$ cat src/rtl/tft_seq_pkg.sv
// Shared definitions for the TFT command sequencer: entry format, opcodes,
// default sequence ROM and the sequence offset table.
package tft_seq_pkg;

  localparam int unsigned ENTRY_W  = 10;
  localparam int unsigned ROM_MAX  = 64;
  localparam int unsigned ROM_AW   = 6;
  localparam int unsigned ROM_BITS = ROM_MAX * ENTRY_W;
  localparam int unsigned OFS_W    = 8;
  localparam int unsigned SEQ_MAX  = 16;

  typedef enum logic [1:0] {
    TyComm = 2'b00,
    TyData = 2'b01,
    TyWait = 2'b10,
    TyEnd  = 2'b11
  } entry_type_e;

  localparam logic [7:0] CMD_CASET = 8'h2A;
  localparam logic [7:0] CMD_PASET = 8'h2B;
  localparam logic [7:0] CMD_RAMWR = 8'h2C;

  function automatic logic [ENTRY_W-1:0] ent(input entry_type_e ty, input logic [7:0] b);
    return {ty, b};
  endfunction

  // Init sequence at 0, full-screen (320x480) window at 16, display off at 32, on at 34.
  function automatic logic [ROM_BITS-1:0] build_rom();
    logic [ROM_BITS-1:0] r;
    r = {ROM_MAX{ent(TyEnd, 8'h00)}};
    r[0*ENTRY_W +: ENTRY_W]  = ent(TyComm, 8'h01);
    r[1*ENTRY_W +: ENTRY_W]  = ent(TyWait, 8'd150);
    r[2*ENTRY_W +: ENTRY_W]  = ent(TyComm, 8'h11);
    r[3*ENTRY_W +: ENTRY_W]  = ent(TyWait, 8'd120);
    r[4*ENTRY_W +: ENTRY_W]  = ent(TyComm, 8'h3A);
    r[5*ENTRY_W +: ENTRY_W]  = ent(TyData, 8'h55);
    r[6*ENTRY_W +: ENTRY_W]  = ent(TyComm, 8'h36);
    r[7*ENTRY_W +: ENTRY_W]  = ent(TyData, 8'h48);
    r[8*ENTRY_W +: ENTRY_W]  = ent(TyComm, 8'h29);
    r[16*ENTRY_W +: ENTRY_W] = ent(TyComm, CMD_CASET);
    r[17*ENTRY_W +: ENTRY_W] = ent(TyData, 8'h00);
    r[18*ENTRY_W +: ENTRY_W] = ent(TyData, 8'h00);
    r[19*ENTRY_W +: ENTRY_W] = ent(TyData, 8'h01);
    r[20*ENTRY_W +: ENTRY_W] = ent(TyData, 8'h3F);
    r[21*ENTRY_W +: ENTRY_W] = ent(TyComm, CMD_PASET);
    r[22*ENTRY_W +: ENTRY_W] = ent(TyData, 8'h00);
    r[23*ENTRY_W +: ENTRY_W] = ent(TyData, 8'h00);
    r[24*ENTRY_W +: ENTRY_W] = ent(TyData, 8'h01);
    r[25*ENTRY_W +: ENTRY_W] = ent(TyData, 8'hDF);
    r[26*ENTRY_W +: ENTRY_W] = ent(TyComm, CMD_RAMWR);
    r[32*ENTRY_W +: ENTRY_W] = ent(TyComm, 8'h28);
    r[34*ENTRY_W +: ENTRY_W] = ent(TyComm, 8'h29);
    return r;
  endfunction

  localparam logic [ROM_BITS-1:0] ROM_DEFAULT = build_rom();

  // Entry i of the offset table lives in bits [i*OFS_W +: OFS_W].
  localparam logic [SEQ_MAX*OFS_W-1:0] SEQ_OFS_DEFAULT =
    {96'h0, 8'd34, 8'd32, 8'd16, 8'd0};

endpackage

$ cat src/rtl/ms_timer.sv
// Millisecond down-counter: set loads ms*CLK_KHZ cycles, free when expired.
module ms_timer #(
  parameter int unsigned CLK_KHZ = 27000,
  parameter int unsigned MS_W    = 8
) (
  input  logic            clk,
  input  logic            rst_n,
  input  logic            set,
  input  logic [MS_W-1:0] ms,
  output logic            free
);

  localparam int unsigned MAX_CNT = ((1 << MS_W) - 1) * CLK_KHZ;
  localparam int unsigned CNT_W   = $clog2(MAX_CNT + 1);

  logic [CNT_W-1:0] cnt_q, cnt_d;

  // Load on set, otherwise count down to zero and hold.
  always_comb begin
    cnt_d = cnt_q;
    if (set) begin
      cnt_d = CNT_W'(ms) * CNT_W'(CLK_KHZ);
    end else if (cnt_q != '0) begin
      cnt_d = cnt_q - 1'b1;
    end
  end

  // Counter register.
  always_ff @(posedge clk or negedge rst_n) begin
    if (!rst_n) begin
      cnt_q <= '0;
    end else begin
      cnt_q <= cnt_d;
    end
  end

  assign free = (cnt_q == '0);

endmodule

$ cat src/rtl/tft_cmd_seq.sv
// TFT command sequencer: walks ROM entries (command/data/wait/end) and hands
// bytes to a byte transmitter. Optional window-set burst with TFT_SEQ_WINDOW_EN.
module tft_cmd_seq
  import tft_seq_pkg::*;
#(
  parameter int unsigned DEPTH   = 64,
  parameter int unsigned N_SEQ   = 4,
  parameter int unsigned CLK_KHZ = 27000,
  parameter int unsigned MS_W    = 8,
  parameter logic [ROM_BITS-1:0]    ROM     = ROM_DEFAULT,
  parameter logic [N_SEQ*OFS_W-1:0] SEQ_OFS = SEQ_OFS_DEFAULT[N_SEQ*OFS_W-1:0]
) (
  input  logic                     clk,
  input  logic                     rst_n,
  input  logic                     start,
  input  logic [$clog2(N_SEQ)-1:0] seq_sel,
`ifdef TFT_SEQ_WINDOW_EN
  input  logic                     start_win,
  input  logic [15:0]              win_x0,
  input  logic [15:0]              win_x1,
  input  logic [15:0]              win_y0,
  input  logic [15:0]              win_y1,
`endif
  input  logic                     tft_busy,
  output logic                     tft_dc,
  output logic [7:0]               tft_data,
  output logic                     tft_transmit,
  output logic                     busy,
  output logic                     done
);

  localparam int unsigned IDX_W = $clog2(DEPTH + 1);

  typedef enum logic [2:0] {
    StIdle, StFetch, StIssue, StAck, StDelay, StFinish
  } state_e;

  state_e             state_q, state_d;
  logic [IDX_W-1:0]   index_q, index_d;
  logic               tx_q, tx_d, dc_q, dc_d;
  logic [7:0]         data_q, data_d;
  logic [OFS_W-1:0]   seq_ofs;
  logic [ENTRY_W-1:0] cur_entry;
  logic [ROM_AW-1:0]  rom_addr;
  logic               at_end, advance, tmr_set, tmr_free;

`ifdef TFT_SEQ_WINDOW_EN
  localparam logic [3:0] WIN_LEN = 4'd11;
  logic               win_mode_q, win_mode_d;
  logic [3:0]         win_idx_q, win_idx_d;
  logic [15:0]        x0_q, x1_q, y0_q, y1_q;
  logic [ENTRY_W-1:0] win_entry;

  // Window burst entries generated from the captured bounds.
  always_comb begin
    case (win_idx_q)
      4'd0:    win_entry = ent(TyComm, CMD_CASET);
      4'd1:    win_entry = ent(TyData, x0_q[15:8]);
      4'd2:    win_entry = ent(TyData, x0_q[7:0]);
      4'd3:    win_entry = ent(TyData, x1_q[15:8]);
      4'd4:    win_entry = ent(TyData, x1_q[7:0]);
      4'd5:    win_entry = ent(TyComm, CMD_PASET);
      4'd6:    win_entry = ent(TyData, y0_q[15:8]);
      4'd7:    win_entry = ent(TyData, y0_q[7:0]);
      4'd8:    win_entry = ent(TyData, y1_q[15:8]);
      4'd9:    win_entry = ent(TyData, y1_q[7:0]);
      4'd10:   win_entry = ent(TyComm, CMD_RAMWR);
      default: win_entry = ent(TyEnd, 8'h00);
    endcase
  end

  // Capture window bounds when a burst is accepted; start has priority.
  always_ff @(posedge clk or negedge rst_n) begin
    if (!rst_n) begin
      x0_q <= '0;
      x1_q <= '0;
      y0_q <= '0;
      y1_q <= '0;
    end else if (state_q == StIdle && start_win && !start) begin
      x0_q <= win_x0;
      x1_q <= win_x1;
      y0_q <= win_y0;
      y1_q <= win_y1;
    end
  end
`endif

  // Offset table lookup for the selected sequence.
  always_comb begin
    seq_ofs = '0;
    for (int unsigned i = 0; i < N_SEQ; i++) begin
      if (32'(seq_sel) == i) seq_ofs = SEQ_OFS[i*OFS_W +: OFS_W];
    end
  end

  // Current entry and end-of-source detection (ROM never wraps past DEPTH).
  always_comb begin
    rom_addr  = ROM_AW'(index_q);
    cur_entry = ROM[rom_addr*ENTRY_W +: ENTRY_W];
    at_end    = (index_q >= IDX_W'(DEPTH));
`ifdef TFT_SEQ_WINDOW_EN
    if (win_mode_q) begin
      cur_entry = win_entry;
      at_end    = (win_idx_q == WIN_LEN);
    end
`endif
  end

  // Next-state and strobe logic.
  always_comb begin
    state_d = state_q;
    index_d = index_q;
    tx_d    = 1'b0;
    dc_d    = dc_q;
    data_d  = data_q;
    tmr_set = 1'b0;
    advance = 1'b0;
`ifdef TFT_SEQ_WINDOW_EN
    win_mode_d = win_mode_q;
    win_idx_d  = win_idx_q;
`endif
    unique case (state_q)
      StIdle: begin
        if (start) begin
          index_d = IDX_W'(seq_ofs);
          state_d = StFetch;
`ifdef TFT_SEQ_WINDOW_EN
          win_mode_d = 1'b0;
        end else if (start_win) begin
          win_mode_d = 1'b1;
          win_idx_d  = '0;
          state_d    = StFetch;
`endif
        end
      end
      StFetch: begin
        if (at_end) begin
          state_d = StFinish;
        end else begin
          unique case (entry_type_e'(cur_entry[9:8]))
            TyComm, TyData: state_d = StIssue;
            TyWait: begin
              tmr_set = 1'b1;
              state_d = StDelay;
            end
            TyEnd: state_d = StFinish;
          endcase
        end
      end
      StIssue: begin
        if (!tft_busy) begin
          tx_d    = 1'b1;
          dc_d    = cur_entry[8];
          data_d  = cur_entry[7:0];
          state_d = StAck;
        end
      end
      // The strobe cycle is skipped so the transmitter gets to raise its busy.
      StAck: begin
        if (!tx_q && !tft_busy) begin
          advance = 1'b1;
          state_d = StFetch;
        end
      end
      StDelay: begin
        if (tmr_free) begin
          advance = 1'b1;
          state_d = StFetch;
        end
      end
      StFinish: state_d = StIdle;
      default:  state_d = StIdle;
    endcase

    if (advance) begin
`ifdef TFT_SEQ_WINDOW_EN
      if (win_mode_q) win_idx_d = win_idx_q + 4'd1;
      else            index_d   = index_q + 1'b1;
`else
      index_d = index_q + 1'b1;
`endif
    end
  end

  // State and output registers.
  always_ff @(posedge clk or negedge rst_n) begin
    if (!rst_n) begin
      state_q <= StIdle;
      index_q <= '0;
      tx_q    <= 1'b0;
      dc_q    <= 1'b0;
      data_q  <= 8'h00;
`ifdef TFT_SEQ_WINDOW_EN
      win_mode_q <= 1'b0;
      win_idx_q  <= '0;
`endif
    end else begin
      state_q <= state_d;
      index_q <= index_d;
      tx_q    <= tx_d;
      dc_q    <= dc_d;
      data_q  <= data_d;
`ifdef TFT_SEQ_WINDOW_EN
      win_mode_q <= win_mode_d;
      win_idx_q  <= win_idx_d;
`endif
    end
  end

  ms_timer #(
    .CLK_KHZ (CLK_KHZ),
    .MS_W    (MS_W)
  ) u_ms_timer (
    .clk   (clk),
    .rst_n (rst_n),
    .set   (tmr_set),
    .ms    (cur_entry[MS_W-1:0]),
    .free  (tmr_free)
  );

  assign tft_transmit = tx_q;
  assign tft_dc       = dc_q;
  assign tft_data     = data_q;
  assign busy         = (state_q != StIdle) && (state_q != StFinish);
  assign done         = (state_q == StFinish);

endmodule

$ cat config.mk
export PLATFORM = sky130hd
export DESIGN_NAME = tft_cmd_seq
export DESIGN_NICKNAME = d
export VERILOG_FILES = /design/src/rtl/tft_seq_pkg.sv /design/src/rtl/ms_timer.sv /design/src/rtl/tft_cmd_seq.sv
export SDC_FILE = /design/constraint.sdc
export NUM_CORES = 1
export LEC_CHECK = 0
export ABC_AREA = 1
export BUFFER_PORTS_ARGS = -buffer_cell sky130_fd_sc_hd__buf_2
export CORE_ASPECT_RATIO = 1.2
export CORE_UTILIZATION = 50
export CTS_BUF_LIST = sky130_fd_sc_hd__clkbuf_16
export CTS_CLUSTER_DIAMETER = 60
export DETAILED_ROUTE_END_ITERATION = 8
export PLACE_DENSITY = 0.75
export SLEW_MARGIN = 5
export SYNTH_ARGS = -nofsm -noshare
export SYNTH_HDL_FRONTEND = slang
export SYNTH_SLANG_ARGS = --single-unit
export TNS_END_PERCENT = 50
$ cat constraint.sdc
create_clock -name clk -period 14.5 [get_ports clk]
set_clock_uncertainty 0.2 [all_clocks]
set_input_delay 2.9 -clock clk [delete_from_list [all_inputs] [get_ports clk]]
set_output_delay 2.9 -clock clk [all_outputs]
set_load 0.005 [all_outputs]
== Yosys cells after proc, flatten, opt, wreduce, memory -nomap -nowiden ==
Cells that the tools add are included.

* Reductions and logical operators: 16
* Divide/modulo/power cells: 0
* Mux-type cells: 23
* Add/subtract/negate cells: 2
* Bitwise logic cells: 1
* Magnitude comparators: 1
* Equal/unequal tests: 16
* Shift-type cells: 1
* $mul: 2

{| class="wikitable"
|+ Operators with widths
! kind !! number
|-
| 640-bit by 11-bit indexed part select with 10-bit output (first input constant) || 1
|-
| 23-bit two-way mux || 2
|-
| 7-bit two-way mux || 4
|-
| 23-bit logical NOT || 1
|-
| 23-bit nonzero test || 1
|-
| 23-bit by 1-bit subtractor with 23-bit output (second input constant) || 1
|-
| 8-bit by 12-bit multiplier with 20-bit output (second input constant) || 1
|-
| 3-bit two-way mux || 5
|-
| 3-bit case mux with 5 select lines || 1
|-
| 6-bit by 3-bit multiplier with 9-bit output (second input constant) || 1
|-
| 3-bit case mux with 3 select lines || 1
|-
| 2-bit equality test (second input constant) || 4
|-
| 2-bit != test (second input constant) || 4
|-
| 7-bit by 1-bit adder with 7-bit output (second input constant) || 1
|-
| 7-bit >= comparator (second input constant) || 1
|-
| 1-bit two-way mux || 7
|-
| 3-bit by 2-bit equality test with 1-bit output (second input constant) || 2
|-
| 3-bit equality test (second input constant) || 2
|-
| 6-bit two-way mux || 1
|-
| 2-bit nonzero test || 3
|-
| 5-bit two-way mux || 1
|-
| 2-bit by 1-bit equality test with 1-bit output (second input constant) || 2
|-
| 2-bit AND reduction || 2
|-
| 4-bit AND reduction || 1
|-
| other kinds (10) || 12
|}

* Bits in registers: 43
* Output and inout port bits: 12
* ROM bits: 0
* Memories kept: 0
* Memory bits (writable): 0
* Bits in latches: 0

== Logic depth before layout (Yosys ltp) ==
Gate-level depths: netlist of run 1.

* Depth after elaboration: 7
* Gate-level depth with buffers: 30

== Cells and area by module ==
Synthesis of run 1 repeated with hierarchy kept, for this count alone.

* Cell total of the unflattened synthesis: 758
* Area, all modules: 5321.4 µm²

{| class="wikitable"
|+ Modules (own cells, without submodules)
! module !! area each (µm²) !! instances !! sequential area each (µm²) !! cells an instance
|-
| ms_timer || 3753.6 || 1 || 575.6 || 538
|-
| tft_cmd_seq || 1567.8 || 1 || 500.5 || 220
|}

== Worst setup path before layout of run 1 ==
No wires, ideal clock.

* Path type: reg2reg
* Start: register index_q[0]
* End: register u_ms_timer.cnt_q[13]
* Arrival: 4615 ps
* Data required time: 14179 ps
* Path slack: 9564 ps
* Clock period less this slack: 4936 ps
* Cell stages (with the launch flop): 24
* Cell sequence: dfrtp_1 inv_1 ha_1 o21ai_0 and2_1 nor2_1 o21ai_0 nand2_1 nand2_1 inv_1 fa_1 inv_1 fa_1 inv_1 fa_1 fa_1 ha_1 nand2_1 inv_1 a21oi_1 nand2_1 xor2_1 o21ai_0 nor2_2

* Elaborated cells between the ends (all ways): 10
* Those cells by class: 2 x mul; 1 x order compare; 1 x eq/ne; 1 x shift; 4 x mux; 1 x reduce/logical

{| class="wikitable"
|+ RTL lines
! item !! line !! text
|-
| start: declaration || tft_cmd_seq.sv:39 || <nowiki>logic [IDX_W-1:0] index_q, index_d;</nowiki>
|-
| start signal: assignment || tft_cmd_seq.sv:199 || <nowiki>index_q <= index_d;</nowiki>
|-
| 6-bit by 3-bit multiplier with 9-bit output || tft_cmd_seq.sv:99 || <nowiki>cur_entry = ROM[rom_addr*ENTRY_W +: ENTRY_W];</nowiki>
|-
| 640-bit by 11-bit indexed part select with 10-bit output || tft_cmd_seq.sv:99 ||
|-
| net cur_entry[5] || tft_cmd_seq.sv:43 || <nowiki>logic [ENTRY_W-1:0] cur_entry;</nowiki>
|-
| 8-bit by 12-bit multiplier with 20-bit output || ms_timer.sv:22 || <nowiki>cnt_d = CNT_W'(ms) * CNT_W'(CLK_KHZ);</nowiki>
|-
| 23-bit two-way mux || ms_timer.sv:21 || <nowiki>if (set) begin</nowiki>
|-
| end signal: assignment || ms_timer.sv:33 || <nowiki>cnt_q <= cnt_d;</nowiki>
|-
| end: declaration || ms_timer.sv:16 || <nowiki>logic [CNT_W-1:0] cnt_q, cnt_d;</nowiki>
|}

The timed path passes the listed nets, and every way through them passes these cells.
A chain may end at the register's enable or synchronous reset.

== Worst setup path in the final report of run 1 ==
* Start: register index_q[0]
* End: register u_ms_timer.cnt_q[19]

Same word-level chain as after synthesis.

==> metrics list, run 1 <==
- Result of the run: complete, no violations
- At the worst endpoint, the required time is 14490 ps.
- For this configuration, the core starts out at a cell density of 52.3%.
- The H-tree was split into 2 levels.
* DR vias: 4694
- Row generation in the floorplan step produced 40 rows.
- Global routing consumed, over all layers together, 24.9% of the routing resources.
- Yosys printed 0 warnings.
- # setup viols final: 0
- Core ar.: 0.0102 mm2
- The worst register-to-register path begins at index_q[0].
* DRC violations left: 0
- Yosys mapped a number of flops with a built-in enable equal to 0.
* Pre-Repair DR Iteration Count: 5
* Clock tree from TritonCTS: done
* Number of gates resized after CTS: 0
- Sum Neg Setup Slack: 0 ps
- The via count of the first global-routing pass came to 4680.
- Fill cells: 965
- Final hold violation count: 0
- The initial antenna violation count came to 0.
- No sink is reached through more buffers than the 2 on the longest clock path.
- Reg2Reg Depth: 27
- Clock insertion delay at the later pin of the skew report: 290 ps
* Unrepaired setup endpoints after global routing: false
* Data arrival time at the worst-slack endpoint: 5580 ps
- After clock tree synthesis, the clock-pin slew on the worst setup and hold paths is 60 ps.
- CP max stage delay: 560 ps
* Share of layout cells above drive strength 1: 8.35%
* Die W: 96.1 um
- Total clock buffers created by CTS: 5
- Routed WL: 12300 um
- Count of antenna diodes in the layout: 0
- Cts-stage hold buffer count: 0
* Commonest non-fill, non-tap cell in the layout: sky130_fd_sc_hd__nand2_1
* Post-synthesis to final-layout area growth: 5.77%
* Max Clock Freq: 179 MHz
* Pin count of the biggest net entering global routing: 44
* Most used cells in the layout excluding fill and tap cells: sky130_fd_sc_hd__nand2_1, sky130_fd_sc_hd__inv_1, sky130_fd_sc_hd__nor2_1
- R2R Path End: u_ms_timer.cnt_q[19]
- Library cell contributing the largest single delay on the critical path: sky130_fd_sc_hd__fa_1
* Number of flip-flops and latches in the synthesized netlist: 43
* CP Max Fanout: 8
- Setup repair bufs after CTS: 0
* Per-instance average area after synthesis: 6.97 um2
- The floorplan step defined a die boundary enclosing 0.0110 mm2.
- Of all flip-flops after synthesis, the portion carrying an async set or reset was 100%.
* Count of routing violations after the opening detailed-route iteration: 287
- Cells fill 55.3% of the core in the end.
- Mapped cell area: 0.00531 mm2
- Critical path start-end classification: reg -> reg
- Routability congestion estimate: 0.959
- Detail Route Antenna Nets: 0
- Startpoint Class: flop
- In this run the tightest slew margin relative to its limit is 35.1%.
* Post-layout min period: 5590 ps
* Portion of the post-synthesis area used by sequential elements: 20.2%
* Top flip-flop cell by instance count after synthesis: sky130_fd_sc_hd__dfrtp_1
- The most numerous cell type found on the critical path is sky130_fd_sc_hd__nand2_1.
- Input and output buffers added on the ports amount to 17.
* Number of different library cells in the post-synthesis netlist: 39
- After technology mapping, the gate count stands at 762.
* Startpoint of the most critical setup path: index_q[0]
- DR vias/cell: 5.19
* Number of clock sinks seen by CTS: 43
- Remaining global-route overflow: 0
- Endpoint class of the critical path: flop
* Final Max Tran Viols: 0
* Min-delay worst type: reg -> reg
- The HPWL after detailed placement is 10000 um.
* Routed WL per cell: 13.6 um
* Net Count, Synth: 855
* MaxCap Viol Count: 0
* R2r setup slk: 8910 ps
- Post-route clock period utilization: 38.5%
- After the last flow step, the layout net total stands at 870.
- First-pass GRT wire length: 21600 um
* Boundary Pins: 18
- The die is 115 um tall.
- For the pin with the worst max-slew slack, the measured transition is 974 ps.
- End point of the critical path: u_ms_timer.cnt_q[19]
- The tree is rooted in a sky130_fd_sc_hd__clkbuf_16.
-- area by class of cell --
| type | instances | area, um2 | area share (%) |
|---|---|---|---|
| Clock inverter | 3 | 16.3 | 0.289 |
| Timing Repair Buffer | 18 | 92.6 | 1.65 |
| Multi-Input combinational cell | 565 | 3610 | 64.2 |
| Inverter | 144 | 543 | 9.66 |
| Sequential cell | 43 | 1080 | 19.1 |
| Clock buffer | 5 | 125 | 2.23 |
| Tap cell | 126 | 158 | 2.80 |
-- cell families (layout without fill, tap and decap cells) --
logic type | count (synthesis) | count (layout) | share of synthesized area [%]
multiplexers | 1 | 1 | 0.212
adder cells (fa/ha/maj) | 87 | 87 | 24.0
buffers and inverters | 154 | 170 | 11.8
AO/OA/AOI/OAI | 65 | 65 | 6.43
flip-flops | 43 | 43 | 20.2
XOR/XNOR | 30 | 30 | 4.94
AND/OR/NAND/NOR | 382 | 382 | 32.3
-- worst min-delay path by stage --
| stage | from | to | slack, ps | cells past startpoint |
|---|---|---|---|---|
| floorplan | index_q[6] | index_q[6] | 260 | 2 |
| global placement | tft_data[1] | tft_data[1] | 260 | 2 |
| detailed placement | tft_data[1] | tft_data[1] | 270 | 2 |
| CTS | tft_data[1] | tft_data[1] | 290 | 2 |
| global route | tft_data[1] | tft_data[1] | 320 | 2 |
| finish | tft_data[1] | tft_data[1] | 290 | 2 |
-- synth_stat cells (all sizes together), types with 8 or more instances --
cell type,n,share of area (%)
nand2,208,15
nor3,9,0.85
nand3,51,5.6
inv,144,10
fa,25,9.4
dfrtp,43,20
o21ai,35,3.3
xor2,22,3.6
nand4,11,1.6
ha,62,15
buf,10,1.6
xnor2,8,1.3
a21oi,24,2.3
nor2,92,7.7
-- routing by layer --
metal | up-vias | GRT usage (%) | routed length (um)
met2 | 113 | 43.0 | 5940
met4 | 0 | 7.86 | 271
met5 | - | 0 | 0
met3 | 21 | 2.65 | 470
li1 | 2405 | - | -
met1 | 2155 | 32.2 | 5570
-- through the flow --
stage	instance area [um2]	setup slack, ps	cells	hold WS [ps]
finish	5620	8910	904	289
global placement	5480	9140	896	262
global route	5620	8460	904	323
detailed placement	5480	8960	896	267
CTS	5620	8930	904	287
floorplan	5310	9560	762	264
-- critical path: cells and delay by family (launching register included) --
family | cells | cell delay [ps]
fa+ha+maj | 6 | 2610
simple gates | 14 | 1230
buf+inv | 5 | 520
flops | 1 | 480
compound gates | 2 | 430
-- state kept, by name, summed over array words and instances (netlist names) --
register          flops
u_ms_timer.cnt_q     23
tft_data              8
index_q               7
state_q               3
tft_dc                1
tft_transmit          1
Power of run 1 is left out: the tool's default activity adds up to more than one toggle a clock period on the data nets, which glitch-free logic cannot reach.
==> run 2: changes to the inputs <==
--- a/config.mk
+++ b/config.mk
@@ -5,14 +5,14 @@
 export SDC_FILE = /design/constraint.sdc
 export NUM_CORES = 1
 export LEC_CHECK = 0
-export ABC_AREA = 1
+export ABC_AREA = 0
 export BUFFER_PORTS_ARGS = -buffer_cell sky130_fd_sc_hd__buf_2
 export CORE_ASPECT_RATIO = 1.2
 export CORE_UTILIZATION = 50
 export CTS_BUF_LIST = sky130_fd_sc_hd__clkbuf_16
 export CTS_CLUSTER_DIAMETER = 60
 export DETAILED_ROUTE_END_ITERATION = 8
-export PLACE_DENSITY = 0.75
+export PLACE_DENSITY = 0.76
 export SLEW_MARGIN = 5
 export SYNTH_ARGS = -nofsm -noshare
 export SYNTH_HDL_FRONTEND = slang
==> constraint.sdc (replaced) <==
create_clock -name clk -period 5.4 [get_ports clk]
set_clock_uncertainty 0.2 [all_clocks]
set_input_delay 1.08 -clock clk [delete_from_list [all_inputs] [get_ports clk]]
set_output_delay 1.08 -clock clk [all_outputs]
set_load 0.005 [all_outputs]
==> metrics list, run 2 <==
* Result of the run: complete, no violations (unchanged)
- Pre-Repair DR Iteration Count: 4 (was 5)
- Unrepaired setup endpoints after global routing: true (was false).
- Mapped cell area: 0.00465 mm2 (was 0.00531 mm2)
* Register with the most flip-flops: u_ms_timer.cnt_q (unchanged)
- The maximum operating frequency was 187 MHz (was 179 MHz).
- First-pass GRT wire length: 18700 um (was 21600 um)
- Min-delay worst type: reg -> reg (unchanged)
* Top flip-flop cell by instance count after synthesis: sky130_fd_sc_hd__dfrtp_1 (unchanged)
- The final-report max-slew violation count is 0 (unchanged).
- The DRC violation count after routing is 0 (unchanged).
* Max FFs per register: 23 (unchanged)
- The average wire per cell in the routed design was 15.2 um (was 13.6 um).
* Pin slew with the least headroom to its limit: 1040 ps (was 974 ps)
* Library cell with the largest summed area after synthesis: sky130_fd_sc_hd__dfrtp_1 (unchanged)
- Post-Place Cell Area: 0.00518 mm2 (was 0.00548 mm2)
* Net Count, Synth: 635 (was 855)
- The number of cells on the worst reg-to-reg path is 23 (was 27).
- Count of routing violations after the opening detailed-route iteration: 139 (was 287)
* Vias in the first global route: 4143 (was 4680)
* CP Max Fanout: 6 (was 8)
* Clock insertion delay at the later pin of the skew report: 290 ps (about the same)
* Max Root-Sink Buffers: 2 (unchanged)
- The endpoint kind of the worst setup timing path was a flop (unchanged).
- The number of buffers added to fix hold violations after cts was 0 (unchanged).
* Largest cells by area after synthesis: sky130_fd_sc_hd__dfrtp_1, sky130_fd_sc_hd__ha_1, sky130_fd_sc_hd__fa_1, sky130_fd_sc_hd__inv_1, sky130_fd_sc_hd__nand2_1 (was sky130_fd_sc_hd__dfrtp_1, sky130_fd_sc_hd__ha_1, sky130_fd_sc_hd__nand2_1, sky130_fd_sc_hd__inv_1, sky130_fd_sc_hd__fa_1)
* DR vias/cell: 5.67 (was 5.19)
- Total clock buffers created by CTS: 5 (unchanged)
- Portion of the post-synthesis area used by sequential elements: 23.1% (was 20.2%)
- Most used cells in the layout excluding fill and tap cells: sky130_fd_sc_hd__inv_1, sky130_fd_sc_hd__ha_1, sky130_fd_sc_hd__nand2_1 (was sky130_fd_sc_hd__nand2_1, sky130_fd_sc_hd__inv_1, sky130_fd_sc_hd__nor2_1).
- Worst hold path depth: 2 (unchanged)
- The critical path class was reg -> reg (unchanged).
- The CTS clock-pin slew for the worst setup and hold paths came to 60 ps (about the same).
* Die W: 90.1 um (was 96.1 um)
* Share of layout cells above drive strength 1: 19.0% (was 8.35%)
- Gate count of the mapped netlist: 542 (was 762)
* Routability congestion estimate: 0.910 (was 0.959)
- CTS HTree Levels: 2 (unchanged)
- Routed WL: 10800 um (was 12300 um)
* Commonest non-fill, non-tap cell in the layout: sky130_fd_sc_hd__inv_1 (was sky130_fd_sc_hd__nand2_1)
* CP max stage delay: 500 ps (was 560 ps)
- Walking the worst path, the cells encountered are inv_2, ha_4, nor2b_4, o31a_1, a21oi_1, nor2_1, a21oi_2, inv_2, fa_1, xor2_1, ha_1, fa_1, inv_1, fa_1, inv_2, ha_4, and2_4, a221oi_4, a21oi_2, o211a_1, a221oi_2, xor2_1, o21ai_1.
- Core ar.: 0.00903 mm2 (was 0.0102 mm2)
- The final instance area came to 0.00547 mm2 (was 0.00562 mm2).
- Post-synthesis to final-layout area growth: 17.5% (was 5.77%)
- The highest-delay cell along the critical path was sky130_fd_sc_hd__fa_1 (unchanged).
- Worst relative slew slack: 30.7% (was 35.1%)
- Sum Neg Setup Slack: 0 ps (unchanged)
* Master cell of the clock root buffer: sky130_fd_sc_hd__clkbuf_16 (unchanged)
* Data arrival time at the worst-slack endpoint: 5300 ps (was 5580 ps)
- Worst EP required: 5360 ps (was 14490 ps)
* Hpwl dp: 8570 um (was 10000 um)
* Die Area: 0.00970 mm2 (was 0.0110 mm2)
* Pin count of the biggest net entering global routing: 44 (unchanged)
* Startpoint Class: flop (unchanged)
- Warning count from the yosys run: 0 (unchanged)
- Antenna violations before repair: 0 (unchanged)
* Number of enable-type register cells in the synthesized netlist: 0 (unchanged)
- The number of standard-cell rows in the floorplan was 38 (was 40).
* Tot GR Track Use: 24.1% (was 24.9%)
- Clock tree from TritonCTS: done (unchanged)
* Final hold violation count: 0 (unchanged)
* Number of different library cells in the post-synthesis netlist: 59 (was 39)
- The area share of the leading cell type in the synthesized netlist came to 23.1% (was 20.2%).
- Detail Route Antenna Nets: 0 (unchanged)
- Synth top cells by count: sky130_fd_sc_hd__inv_1, sky130_fd_sc_hd__ha_1, sky130_fd_sc_hd__nand2_1 (was sky130_fd_sc_hd__nand2_1, sky130_fd_sc_hd__inv_1, sky130_fd_sc_hd__nor2_1).
- Post-route clock period utilization: 98.8% (was 38.5%)
* Per-instance average area after synthesis: 8.59 um2 (was 6.97 um2)
- The count of fill cells added during filler insertion was 793 (was 965).
- # setup viols final: 0 (unchanged)
- Net total in the final layout: 686 (was 870)
* Number of flip-flops and latches in the synthesized netlist: 43 (unchanged)
- Number of clock sinks seen by CTS: 43 (unchanged)
- Remaining global-route overflow: 0 (unchanged)
- The max-cap violation count is 0 (unchanged).
* Post-layout min period: 5340 ps (was 5590 ps)
- Most common cell in the synthesized netlist: sky130_fd_sc_hd__inv_1 (was sky130_fd_sc_hd__nand2_1)
* Share of flip-flops with an asynchronous set or reset: 100% (unchanged)
- Initial core utilization: 51.5% (was 52.3%)
- Boundary Pins: 18 (unchanged)
* DR vias: 4045 (was 4694)
- The number of port buffers is 17 (unchanged).
- The number of inserted diodes is 0 (unchanged).
* Die extent in y: 108 um (was 115 um)
==> run 2: changes by cell type in the layout (fill, tap and decap cells not counted), sizes merged, moves of 14 or more <==
| cell | before | now |
|---|---|---|
| buf | 18 | 61 |
| inv | 145 | 69 |
| a21oi | 24 | 38 |
| nor2 | 92 | 35 |
| nand2 | 208 | 51 |
| nand3 | 51 | 17 |
==> run 2: cells by family (layout without fill, tap and decap cells) <==
family,count (synthesis),after routing,synth area share (%)
flip-flops,43,43,23.1
AO/OA/AOI/OAI,128,128,17.3
adder cells (fa/ha/maj),87,87,27.4
AND/OR/NAND/NOR,159,159,17.5
buffers and inverters,86,138,7.10
XOR/XNOR,34,34,6.40
multiplexers,5,5,1.13
==> run 2: per-layer routing <==
layer | vias to the layer above | track usage, % | share of wire [%]
li1 | 1957 | - | -
met1 | 1966 | 27.5 | 42
met2 | 92 | 44.3 | 51
met3 | 30 | 3.32 | 3.3
met4 | 0 | 11.9 | 3.7
met5 | - | 0 | 0
==> run 2: worst paths after layout <==
path | from | end | slack [ps]
max | index_q[1] | u_ms_timer.cnt_q[21] | 60
min | tft_data[1] | tft_data[1] | 270
max reg2reg | index_q[1] | u_ms_timer.cnt_q[21] | 60
min reg2reg | tft_data[1] | tft_data[1] | 270
max in group asynchronous | rst_n | index_q[2] | 3530
min in group asynchronous | rst_n | u_ms_timer.cnt_q[18] | 780
==> run 2: metrics by stage <==
step                std cells  setup slack (ps)  hold WS (ps)  utilization [%]
finish                    714              62.1           273             60.5
global route              714              -203           296             60.5
CTS                       711              17.1           280             59.3
detailed placement        702              -104           263             57.4
global placement          702             -1.57           255             57.4
floorplan                 542              27.3           270                -
==> run 2: cell type report <==
type                       count  area (um2)  area share [%]
clock buffer                   5         125            2.29
clock inverter                 3        16.3           0.298
inverter                      69         262            4.78
multi-input combinational    413        3410            62.3
sequential                    43        1080            19.8
tap                          120         150            2.75
timing repair buffer          61         428            7.83
==> run 2: critical path, delay by kind of cell, from the launching register on <==
family | cells | cell delay, ps
AND/OR/NAND/NOR | 3 | 370
buffers and inverters | 4 | 220
adder cells (fa/ha/maj) | 6 | 2180
flip-flops | 1 | 420
XOR/XNOR | 2 | 350
AO/OA/AOI/OAI | 8 | 1450
==> run 2: what timing repair did <==
action                     in CTS  in global routing
pin swaps                       4                 10
setup endpoints to repair       7                  9
setup buffers                   1                  3
resized for setup               5                 23
Power of run 2 is left out for the same reason.
==> run 3: changes to the inputs <==
==> constraint.sdc (replaced) <==
create_clock -name clk -period 5.6 [get_ports clk]
set_clock_uncertainty 0.2 [all_clocks]
set_input_delay 1.12 -clock clk [delete_from_list [all_inputs] [get_ports clk]]
set_output_delay 1.12 -clock clk [all_outputs]
set_load 0.005 [all_outputs]
==> metrics list, run 3 (same netlist as run 2, synthesis figures left out) <==
- The first-pass GRT wire length came to 18700 um (about the same).
- The maximum operating frequency was 185 MHz (was 187 MHz).
* DRC violations left: 0 (unchanged)
- The final-report hold violation count is 0 (unchanged).
* Clock insertion delay at the later pin of the skew report: 290 ps (about the same)
* Worst relative slew slack: 31.6% (was 30.7%)
- The top register by number of flip-flops is u_ms_timer.cnt_q (unchanged).
* Data arrival time at the worst-slack endpoint: 5370 ps (was 5300 ps)
- Routability congestion estimate: 0.898 (was 0.910)
- R2R Path Start: index_q[1] (unchanged)
- The area of the multi-input gates came to 0.00340 mm2 (was 0.00341 mm2).
* Clock-pin slew on the worst setup and hold paths: 60 ps (about the same)
- The endpoint kind of the worst setup timing path was a flop (unchanged).
- The die height is 108 um (unchanged).
* Post-route clock period utilization: 96.7% (was 98.8%)
- Initial core utilization: 51.5% (unchanged)
- MaxCap Viol Count: 0 (unchanged)
- The number of nets in the final layout is 678 (was 686).
- Sequential cell area: 0.00108 mm2 (unchanged)
- The number of flip-flops in the largest register was 23 (unchanged).
* Hpwl dp: 8490 um (was 8570 um)
- Startpoint Class: flop (unchanged)
* Met3 track demand over resource in global routing: 1.98% (was 3.32%)
* Standard-cell rows: 38 (unchanged)
- The maximum fanout along the worst path came to 5 (was 6).
* # setup viols final: 0 (unchanged)
* Boundary Pins: 18 (unchanged)
- Reg2Reg Depth: 23 (unchanged)
* Routed WL per cell: 15.8 um (was 15.2 um)
- Final Max Tran Viols: 0 (unchanged)
- Vias in the first global route: 4095 (was 4143)
- The worst min-delay path class was reg -> reg (unchanged).
* Port bufs: 17 (unchanged)
* Smallest hold slack: 285 ps (was 273 ps)
- Master cell of the clock root buffer: sky130_fd_sc_hd__clkbuf_16 (unchanged)
- Share of layout cells above drive strength 1: 18.4% (was 19.0%)
* Hold Crit Start: tft_data[1] (unchanged)
- The origin of the worst setup path is index_q[1] (unchanged).
- The clock buffer count from CTS is 5 (unchanged).
- Count of antenna diodes in the layout: 0 (unchanged)
- The met2 track demand over resource was 45.9% (was 44.3%).
- Number of clock sinks seen by CTS: 43 (unchanged)
* Die Area: 0.00970 mm2 (unchanged)
- Met1 capacity usage during global routing: 27.8% (was 27.5%)
* Worst EP required: 5550 ps (was 5360 ps)
- Tot GR Track Use: 24.0% (was 24.1%)
- CTS HTree Levels: 2 (unchanged)
- Detail Route Antenna Nets: 0 (unchanged)
- The count of fill cells added during filler insertion was 799 (was 793).
- Die W: 90.1 um (unchanged)
- The deepest clock path buffer count is 2 (unchanged).
- Routed WL: 11100 um (was 10800 um)
- The critical path class is reg -> reg (unchanged).
* Worst hold path depth: 2 (unchanged)
- Most used cells in the layout excluding fill and tap cells: sky130_fd_sc_hd__inv_1, sky130_fd_sc_hd__ha_1, sky130_fd_sc_hd__nand2_1 (unchanged).
* Final standard cell area without fillers: 0.00539 mm2 (was 0.00547 mm2)
- DR vias: 3982 (was 4045)
* Result of the run: complete, no violations (unchanged)
- The post-synthesis to final-layout area growth came to 15.8% (was 17.5%).
* Core ar.: 0.00903 mm2 (unchanged)
- The largest net degree at the start of global routing was 44 (unchanged).
* Cts-stage hold buffer count: 0 (unchanged)
- Post-layout min period: 5420 ps (was 5340 ps)
- Post-Place Cell Area: 0.00505 mm2 (was 0.00518 mm2)
- Pin slew with the least headroom to its limit: 1030 ps (was 1040 ps)
* Antenna violations before repair: 0 (unchanged)
- The overall overflow remaining after global route is 0 (unchanged).
- The routing layer with the top usage in global route was met2 (unchanged).
- The number of DRC markers in iteration 0 is 131 (was 139).
* Clock tree from TritonCTS: done (unchanged)
- DR vias/cell: 5.64 (was 5.67)
- The most common cell after layout, fill and taps aside was sky130_fd_sc_hd__inv_1 (unchanged).
- Pre-Repair DR Iteration Count: 4 (unchanged)
## run 3: changes by cell type in the layout (fill, tap and decap cells not counted), sizes merged
| cell | previous run | this run |
|---|---|---|
| buf | 61 | 53 |
## run 3: layout make-up
cell class,count,area share (%)
clock buffers,5,2.32
clock inverters,3,0.302
inverters,69,4.81
multi-input cells,413,63.2
flip-flops and latches,43,20.0
well taps,120,2.79
repair buffers,53,6.59
## run 3: final timing paths
check,endpoint,slack (ps)
setup / recovery,u_ms_timer.cnt_q[21],180
hold / removal,tft_data[1],290
setup reg to reg,u_ms_timer.cnt_q[21],180
hold reg to reg,tft_data[1],290
max in group asynchronous,index_q[4],3700
min in group asynchronous,tft_data[4],820
## run 3: layer usage
layer | vias to the layer above | routed length, um
met5 | - | 0
met4 | 0 | 307
met3 | 21 | 224
met2 | 72 | 5840
met1 | 1947 | 4770
li1 | 1942 | -
## run 3: metrics by stage
| stage | worst slack (ps) | utilization, % | instances | setup TNS (ps) |
|---|---|---|---|---|
| 3_5_place_dp | -75.5 | 55.9 | 689 | -158 |
| 3_3_place_gp | 80.8 | 55.9 | 689 | 0 |
| 2_1_floorplan | 9.25 | - | 542 | 0 |
| 5_1_grt | -56.9 | 59.7 | 706 | -99.5 |
| 4_1_cts | 0.750 | 58.0 | 701 | 0 |
| 6_report | 182 | 59.7 | 706 | 0 |
## run 3: critical path, cell delays in order, from the launching register on
cell	delay [ps]
sky130_fd_sc_hd__dfrtp_1	390
sky130_fd_sc_hd__inv_2	70
sky130_fd_sc_hd__ha_4	180
sky130_fd_sc_hd__nor2b_4	140
sky130_fd_sc_hd__o31a_1	270
sky130_fd_sc_hd__a21oi_2	130
sky130_fd_sc_hd__nor2_2	60
sky130_fd_sc_hd__a21oi_2	170
sky130_fd_sc_hd__inv_2	60
sky130_fd_sc_hd__fa_1	500
sky130_fd_sc_hd__xor2_1	180
sky130_fd_sc_hd__ha_1	310
sky130_fd_sc_hd__fa_1	480
sky130_fd_sc_hd__inv_1	50
sky130_fd_sc_hd__fa_1	510
sky130_fd_sc_hd__inv_2	60
sky130_fd_sc_hd__ha_4	230
sky130_fd_sc_hd__and2_4	170
sky130_fd_sc_hd__a221oi_4	250
sky130_fd_sc_hd__a21oi_2	110
sky130_fd_sc_hd__o211a_1	240
sky130_fd_sc_hd__a221oi_2	290
sky130_fd_sc_hd__xor2_1	170
sky130_fd_sc_hd__o21ai_1	70
## run 3: what timing repair did
action / in CTS / in global routing
gates resized for setup: 5 / 27
pin swaps: 2 / 16
endpoints found under the setup margin: 5 / 9
gates cloned: 0 / 0
setup buffers: 4 / 5
Power of run 3 is left out for the same reason.
